**src/rtl/adc16dv160_output_emulator.sv**
```systemverilog
// adc16dv160_output_emulator
//   Transmit-side model of an ADC16DV160 LVDS output. Produces one 16-bit
//   sample per ACLK as rise/fall bit pairs for SAME_EDGE ODDR primitives in
//   the pin wrapper. Samples come from an AXI-Stream slave (two samples per
//   beat) or from internal test patterns (ramp, alternating, constant).
//
// Ports
//   ACLK, ARESET      sample clock; asynchronous active-high reset
//   enable            1 = run, 0 = idle (output 0x0000, FIFO flushed)
//   mode              0 stream, 1 ramp, 2 alternating 0xAAAA/0x5555, 3 constant
//   const_value       sample used in mode 3
//   sync_in           rising edge restarts ramp / alternating phase
//   s_axis_*          AXIS slave; tdata[15:0] is sent first, tlast tags the
//                     second sample of the beat
//   dout_rise/fall    ODDR D1/D2: dout_rise[i] = sample[2i], dout_fall[i] = sample[2i+1]
//   frame_out         high while the tlast-tagged sample is on dout
//   underflow_cnt     saturating count of stream-mode cycles with an empty FIFO
module adc16dv160_output_emulator #(
  parameter int FIFO_DEPTH = 8,
  parameter int CNT_W      = 16
) (
  input  logic             ACLK,
  input  logic             ARESET,
  input  logic             enable,
  input  logic [1:0]       mode,
  input  logic [15:0]      const_value,
  input  logic             sync_in,
  input  logic [31:0]      s_axis_tdata,
  input  logic             s_axis_tvalid,
  input  logic             s_axis_tlast,
  output logic             s_axis_tready,
  output logic [7:0]       dout_rise,
  output logic [7:0]       dout_fall,
  output logic             frame_out,
  output logic [CNT_W-1:0] underflow_cnt
);

  localparam int PTR_W = $clog2(FIFO_DEPTH);
  localparam int OCC_W = PTR_W + 1;
  // A beat needs two free entries, so at most DEPTH-2 may be occupied.
  localparam logic [OCC_W-1:0] ROOM_MAX = OCC_W'(FIFO_DEPTH - 2);

  localparam logic [1:0] MODE_STREAM = 2'd0;
  localparam logic [1:0] MODE_RAMP   = 2'd1;
  localparam logic [1:0] MODE_ALT    = 2'd2;

  localparam logic [15:0] ALT_A = 16'hAAAA;
  localparam logic [15:0] ALT_B = 16'h5555;

  logic [15:0]       fifo_data [FIFO_DEPTH];
  logic [FIFO_DEPTH-1:0] fifo_tag;
  logic [PTR_W-1:0]  wr_ptr;
  logic [PTR_W-1:0]  wr_ptr_nx;
  logic [PTR_W-1:0]  rd_ptr;
  logic [OCC_W-1:0]  fifo_cnt;
  logic [OCC_W-1:0]  cnt_next;
  logic              room_ok;

  logic [15:0]       sample_q;
  logic [15:0]       ramp_cnt;
  logic              alt_phase;
  logic              sync_q;

  logic              stream_run;
  logic              flush;
  logic              fifo_empty;
  logic              push;
  logic              pop;
  logic              sync_rise;

  assign stream_run = enable && (mode == MODE_STREAM);
  assign flush      = !stream_run;
  assign fifo_empty = (fifo_cnt == '0);
  // room_ok is registered from occupancy, so tready never depends on this
  // cycle's pop; it is also 0 throughout reset.
  assign s_axis_tready = stream_run && room_ok;
  assign push       = s_axis_tvalid && s_axis_tready;
  assign pop        = stream_run && !fifo_empty;
  assign sync_rise  = sync_in && !sync_q;
  assign wr_ptr_nx  = wr_ptr + PTR_W'(1);

  always_comb begin
    cnt_next = fifo_cnt;
    if (push) cnt_next = cnt_next + OCC_W'(2);
    if (pop)  cnt_next = cnt_next - OCC_W'(1);
    if (flush) cnt_next = '0;
  end

  // Storage needs no reset; emptiness is tracked by fifo_cnt.
  always_ff @(posedge ACLK) begin
    if (push) begin
      fifo_data[wr_ptr]    <= s_axis_tdata[15:0];
      fifo_data[wr_ptr_nx] <= s_axis_tdata[31:16];
      fifo_tag[wr_ptr]     <= 1'b0;
      fifo_tag[wr_ptr_nx]  <= s_axis_tlast;
    end
  end

  always_ff @(posedge ACLK or posedge ARESET) begin
    if (ARESET) begin
      wr_ptr        <= '0;
      rd_ptr        <= '0;
      fifo_cnt      <= '0;
      room_ok       <= 1'b0;
      sample_q      <= '0;
      frame_out     <= 1'b0;
      underflow_cnt <= '0;
      ramp_cnt      <= '0;
      alt_phase     <= 1'b0;
      sync_q        <= 1'b0;
    end else begin
      sync_q   <= sync_in;
      fifo_cnt <= cnt_next;
      room_ok  <= (cnt_next <= ROOM_MAX);

      if (flush) begin
        wr_ptr <= '0;
        rd_ptr <= '0;
      end else begin
        if (push) wr_ptr <= wr_ptr + PTR_W'(2);
        if (pop)  rd_ptr <= rd_ptr + PTR_W'(1);
      end

      frame_out <= 1'b0;
      if (!enable) begin
        sample_q <= '0;
      end else begin
        case (mode)
          MODE_STREAM: begin
            if (!fifo_empty) begin
              sample_q  <= fifo_data[rd_ptr];
              frame_out <= fifo_tag[rd_ptr];
            end else if (underflow_cnt != {CNT_W{1'b1}}) begin
              // Empty FIFO: hold the last sample on the lanes.
              underflow_cnt <= underflow_cnt + CNT_W'(1);
            end
          end
          MODE_RAMP: begin
            if (sync_rise) begin
              sample_q <= '0;
              ramp_cnt <= 16'd1;
            end else begin
              sample_q <= ramp_cnt;
              ramp_cnt <= ramp_cnt + 16'd1;
            end
          end
          MODE_ALT: begin
            if (sync_rise) begin
              sample_q  <= ALT_A;
              alt_phase <= 1'b1;
            end else begin
              sample_q  <= alt_phase ? ALT_B : ALT_A;
              alt_phase <= ~alt_phase;
            end
          end
          default: sample_q <= const_value;
        endcase
      end
    end
  end

  // Even sample bits drive the rising-edge ODDR input, odd bits the falling.
  always_comb begin
    dout_rise = '0;
    dout_fall = '0;
    for (int i = 0; i < 8; i++) begin
      dout_rise[i] = sample_q[2*i];
      dout_fall[i] = sample_q[2*i+1];
    end
  end

endmodule
```
**config.mk**
```make
export PLATFORM = sky130hd
export DESIGN_NAME = adc16dv160_output_emulator
export DESIGN_NICKNAME = d
export VERILOG_FILES = /design/src/rtl/adc16dv160_output_emulator.sv
export SDC_FILE = /design/constraint.sdc
export NUM_CORES = 1
export LEC_CHECK = 0
export ABC_AREA = 1
export CELL_PAD_IN_SITES_DETAIL_PLACEMENT = 0
export CELL_PAD_IN_SITES_GLOBAL_PLACEMENT = 1
export CORE_ASPECT_RATIO = 0.7
export CORE_UTILIZATION = 25
export CTS_CLUSTER_DIAMETER = 40
export DETAILED_ROUTE_END_ITERATION = 16
export PLACE_DENSITY = 0.57
export SETUP_SLACK_MARGIN = 0.05
export SLEW_MARGIN = 20
export SYNTH_ARGS = -nofsm -noshare
export SYNTH_HDL_FRONTEND = slang
export SYNTH_SLANG_ARGS = --single-unit
```
**constraint.sdc**
```tcl
create_clock -name ACLK -period 2.2 [get_ports ACLK]
set_clock_uncertainty 0.2 [all_clocks]
set_input_delay 0.44 -clock ACLK [delete_from_list [all_inputs] [get_ports ACLK]]
set_output_delay 0.44 -clock ACLK [all_outputs]
set_load 0.02 [all_outputs]
```
## After elaboration in Yosys (flattened, before gate mapping)

Memories as Yosys holds them, arrays and structs flattened.
Index checks and enable logic that the tools add are counted.

| storage, ports and cells | value |
|---|---|
| register bits | 70 |
| bits in writable memories | 128 |
| output and inout port bits | 34 |
| logic and storage cells | 75 |
| memories | 1 |

| operators by class | value |
|---|---|
| add/sub/neg operators | 7 |
| $lt $le $gt $ge | 6 |
| equal/unequal tests | 6 |
| mux-type cells | 27 |
| bitwise gates (word level) | 3 |
| reductions and logical operators | 14 |

Memory list:

| memory | words | bits a word | read ports | clocked after Yosys merged registers in | wr ports | line | RTL |
|---|---|---|---|---|---|---|---|
| fifo_data | 8 | 16 | 1 | 0 | 2 | 50 | `logic [15:0] fifo_data [FIFO_DEPTH];` |

Operators with widths:

| cell | count |
|---|---|
| 16-bit 2-to-1 mux | 6 |
| 16-bit one-hot mux with 3 select lines | 1 |
| 16-bit by 1-bit adder with 16-bit output (second input constant) | 2 |
| 16-bit inequality test (second input constant) | 1 |
| 3-bit by 4-bit < comparator with 1-bit output (second input constant) | 3 |
| 3-bit 2-to-1 mux | 4 |
| 4-bit 2-to-1 mux | 3 |
| 1-bit 2-to-1 mux | 9 |
| 8-bit bitwise AND | 1 |
| 8-bit bitwise mux | 1 |
| 8-bit NOT | 1 |
| 1-bit logical AND | 7 |
| 3-bit by 1-bit adder with 3-bit output (second input constant) | 2 |
| 1-bit demux with 3-bit select | 2 |
| 3-bit by 1-bit >= comparator with 1-bit output (second input constant) | 2 |
| 4-bit by 2-bit adder with 4-bit output (second input constant) | 1 |
| 4-bit by 3-bit less-or-equal comparator with 1-bit output (second input constant) | 1 |
| 4-bit zero test | 1 |
| 2-bit by 1-bit inequality test with 1-bit output (second input constant) | 2 |
| 2-bit AND reduction | 2 |
| 4-bit AND reduction | 1 |
| 4-bit by 1-bit subtractor with 4-bit output (second input constant) | 1 |
| 3-bit by 2-bit adder with 3-bit output (second input constant) | 1 |
| 1-bit binary-select mux with 3-bit select | 1 |
| other kinds (6) | 7 |

## Depth between registers and ports, before layout

| logic depth | value |
|---|---|
| depth after elaboration | 9 |
| gate-level depth with buffers | 11 |

## Worst setup path before layout

OpenSTA, ideal clock, no wires.

| timing path | value |
|---|---|
| path type | input port to flip-flop |
| from | input mode[1] |
| to | memory fifo_data[0][0] (enable) |
| setup time | 389 ps |
| arrival | 1783 ps |
| required time | 1611 ps |
| setup slack | -172 ps |
| stages on the path | 5 |
| path through | buf_2 > nor2_8 > nand4_2 > buf_4 > nor2_1 |

RTL lines:

| item | line | RTL |
|---|---|---|
| from (decl) | 25 | `input logic [1:0] mode,` |
| to (decl) | 50 |  |

## Worst setup path in the final report

| timing path | value |
|---|---|
| from | register underflow_cnt[14] |
| to | output underflow_cnt[14] |

RTL lines:

| item | line | RTL |
|---|---|---|
| from (decl) | 35 | `output logic [CNT_W-1:0] underflow_cnt` |
| from (signal assigned) | 135 | `underflow_cnt <= underflow_cnt + CNT_W'(1);` |

No word-level cell between the ends.

==> impl_results.md <==
- Vias per cell: approximately 4.4
- Delay-heaviest family, CP: buffers and inverters
- CTS sink count: slightly below 200
- Critical-path maximum fanout: 4
- PwrDens: ~730 nW/um^2
- Longest Clk Path Bufs: 2
- Final setup vio count: 0
- Final Cycle Share: roughly 95%
- Worst setup EP type: output port
- Grt ovf: 0
- Placeable Area: 37600 sq um
- WP data required: approximately 1600 ps
- Hold Path Class: primary input to asynchronous set/reset pin
- DRT iter0 DRCs: approximately 580
- Post-DR wirelength/cell: about 16 um
- Util after Layout: around 33%
- Share of layout cells above drive strength 1: around a tenth
- Syn_area_per_cell: approximately 9 sq um
- Most used DFF post-synth: edfxtp_1
- Number of buffers created by CTS: 17
- Chip Height: ~170 um
- Tmin final: 2090 ps
- Final Hold Vio Count: 0
- Critical-path top delay cell: clkdlybuf4s50_1
- Final #Nets: 1254
- DRC: 0
- RSZ-0062 raised after global routing: false
- Post-Syn Nets: roughly 1100
- Hold slack final: between 100 and 150 ps
- Gpl congestion: roughly 0.81
- Reg2Reg Launch Point: wr_ptr[1]$_DFFE_PP0P_
- Die area: a little under 40000 sq um
- Critical path class: flop to output port
- Via count of the first global-routing pass: a little over 7000
- Post_cts resized: 17
- Post-synthesis sequential area ratio: between 50% and 60%
- Ant. Diodes: 0
- Die X: 237 um
- Rows: 59
- R2r endpoint: fifo_data[1][3]$_DFFE_PP_
- FF+latch area: 5610 sq um
- Worst-Skew Late Latency: ~450 ps
- I/O Buffers: 89
- Final Max Tran Viols: 0
- Total power: about 8.9 mW
- Mapped Area: slightly below 10000 sq um
- Iteration count of the initial detailed-routing pass: 5
- CP startpoint kind: flop
- Antenna violations before repair: 0
- Clock slew at reported path FFs: roughly 80 ps
- Arrival time at the worst endpoint: approximately 1500 ps
- Max cap viols: 0
- Root Driver: clkbuf_16
- Register-to-register setup slack: 250 ps
- Reg2Reg Depth: 6
- EDFF count, synth: between 100 and 150
- Top Ports: 90
- Synth Instances: 1075
- Non-filler cells in the finished layout: ~1700
- Synth Register Bits: slightly below 200
- Starting density of the core: 25.6%
- Status: complete, no violations
- FMAX: ~480 MHz
- Largest net degree at the start of global routing: 51
- Placed cells: ~1700
- CP max stage delay: 620 ps
- Via count: between 7000 and 8000
- Cells along the critical path: clkdlybuf4s50_1
- CP Buf/Inv Count: 1
- Fillcell total: 3878
- Yosys top cell area share: 42.4%
- Leakage power: ~4.8 nW
- CTS Hold Buffers Added: 0
- Post-synth ARST share: between 30% and 40%
- Setup TNS: 0 ps
- Setup Fix Bufs, Post-CTS: 0
- Htree depth: 4
- Synth cell types: 37
- Cell taking the most area after synthesis: edfxtp_1
- Area Growth Syn to Fin: 27.3%
- Rel. slew slack: a little over three fifths
- Max IR drop VDD: approximately 0.00051 V
- Most frequent cells in the layout: nand2_1, nor2_1, o21ai_0
- Total number of yosys warnings: 0
- Slew @ Worst Pin: between 500 and 600 ps
- First-pass GRT wire length: approximately 43000 um
- Gr usage total: between 10 and 15%
- Number of routed nets with antenna violations: 0
- Multi-input gate area: between 3000 and 4000 sq um
- Post-DP HPWL: between 15000 and 20000 um
- Dominant cells by area after synthesis: edfxtp_1, dfrtp_1, nand2_1
- TritonCTS clock tree: done
- WL final: between 20000 and 30000 um
- Commonest non-fill, non-tap cell in the layout: nand2_1
metal layers:
metal,vias to the layer above,global-route usage [%],part of all wire [%]
met4,0,3.70,1.2
li1,3818,-,-
met1,3504,21.4,52
met3,20,3.34,3.7
met2,112,20.9,43
met5,-,0,0
state kept, by name, indices dropped and copies added (netlist names):
register and count:
fifo_data 128, ramp_cnt 16, sample_q 16, underflow_cnt 16, fifo_tag 8, fifo_cnt 4, rd_ptr 3, wr_ptr 2
alt_phase 1, frame_out 1, room_ok 1, sync_q 1
cell type report:
cell class                      instances  share of cell area [%]
Sequential cell                       197                    45.8
Clock inverter                         15                    1.63
Multi-Input combinational cell        734                    28.2
Inverter                               80                    2.48
Tap cell                              488                    4.98
Clock buffer                           17                    3.47
Timing Repair Buffer                  156                    13.5
stage by stage:
step / worst slack (ps) / area [sq um]
after global routing: 52.1 / 12300
after global placement: -470 / 11600
after CTS: 54.0 / 12300
after detailed placement: -454 / 11600
final: 113 / 12300
after floorplan: -172 / 9640
synth_stat cells, types with 3 or more instances:
cell type	instances
nand2_1	214
nor2_1	185
o21ai_0	154
edfxtp_1	136
inv_1	75
dfrtp_1	61
nand3_1	51
clkbuf_1	36
a21oi_1	26
buf_2	24
o211ai_1	16
nand4_1	15
nor3_1	15
ha_1	12
o21ai_1	11
xor2_1	9
nor2_2	5
a31oi_1	3
inv_2	3
nand2_2	3
xnor2_1	3
worst max path at each step:
stage / startpoint / end / slack, ps / depth (start not counted)
floorplan: mode[1] / fifo_data[0][0]$_DFFE_PP_ / -170 / 5
global placement: mode[1] / s_axis_tready / -470 / 6
detailed placement: mode[1] / s_axis_tready / -450 / 6
CTS: underflow_cnt[11]$_DFFE_PP0P_ / underflow_cnt[11] / 50 / 1
global route: underflow_cnt[14]$_DFFE_PP0P_ / underflow_cnt[14] / 50 / 1
finish: underflow_cnt[14]$_DFFE_PP0P_ / underflow_cnt[14] / 110 / 1
logic make-up (layout without fill, tap and decap cells):
group / Yosys count / count (layout) / synth area share, %
flops: 197 / 197 / 58.2
xor+xnor: 12 / 12 / 1.09
fa+ha+maj: 12 / 12 / 1.56
simple gates: 497 / 497 / 21.4
buf+inv: 144 / 268 / 6.08
compound gates: 213 / 213 / 11.6
report_power, final:
part	internal [mW]	leakage (nW)	switching [mW]
registers	4.15	2.01	0.180
logic	0.502	2.47	0.675
clock network	1.91	0.296	1.48
total	6.56	4.78	2.34
(Power assumes the default switching activity.)
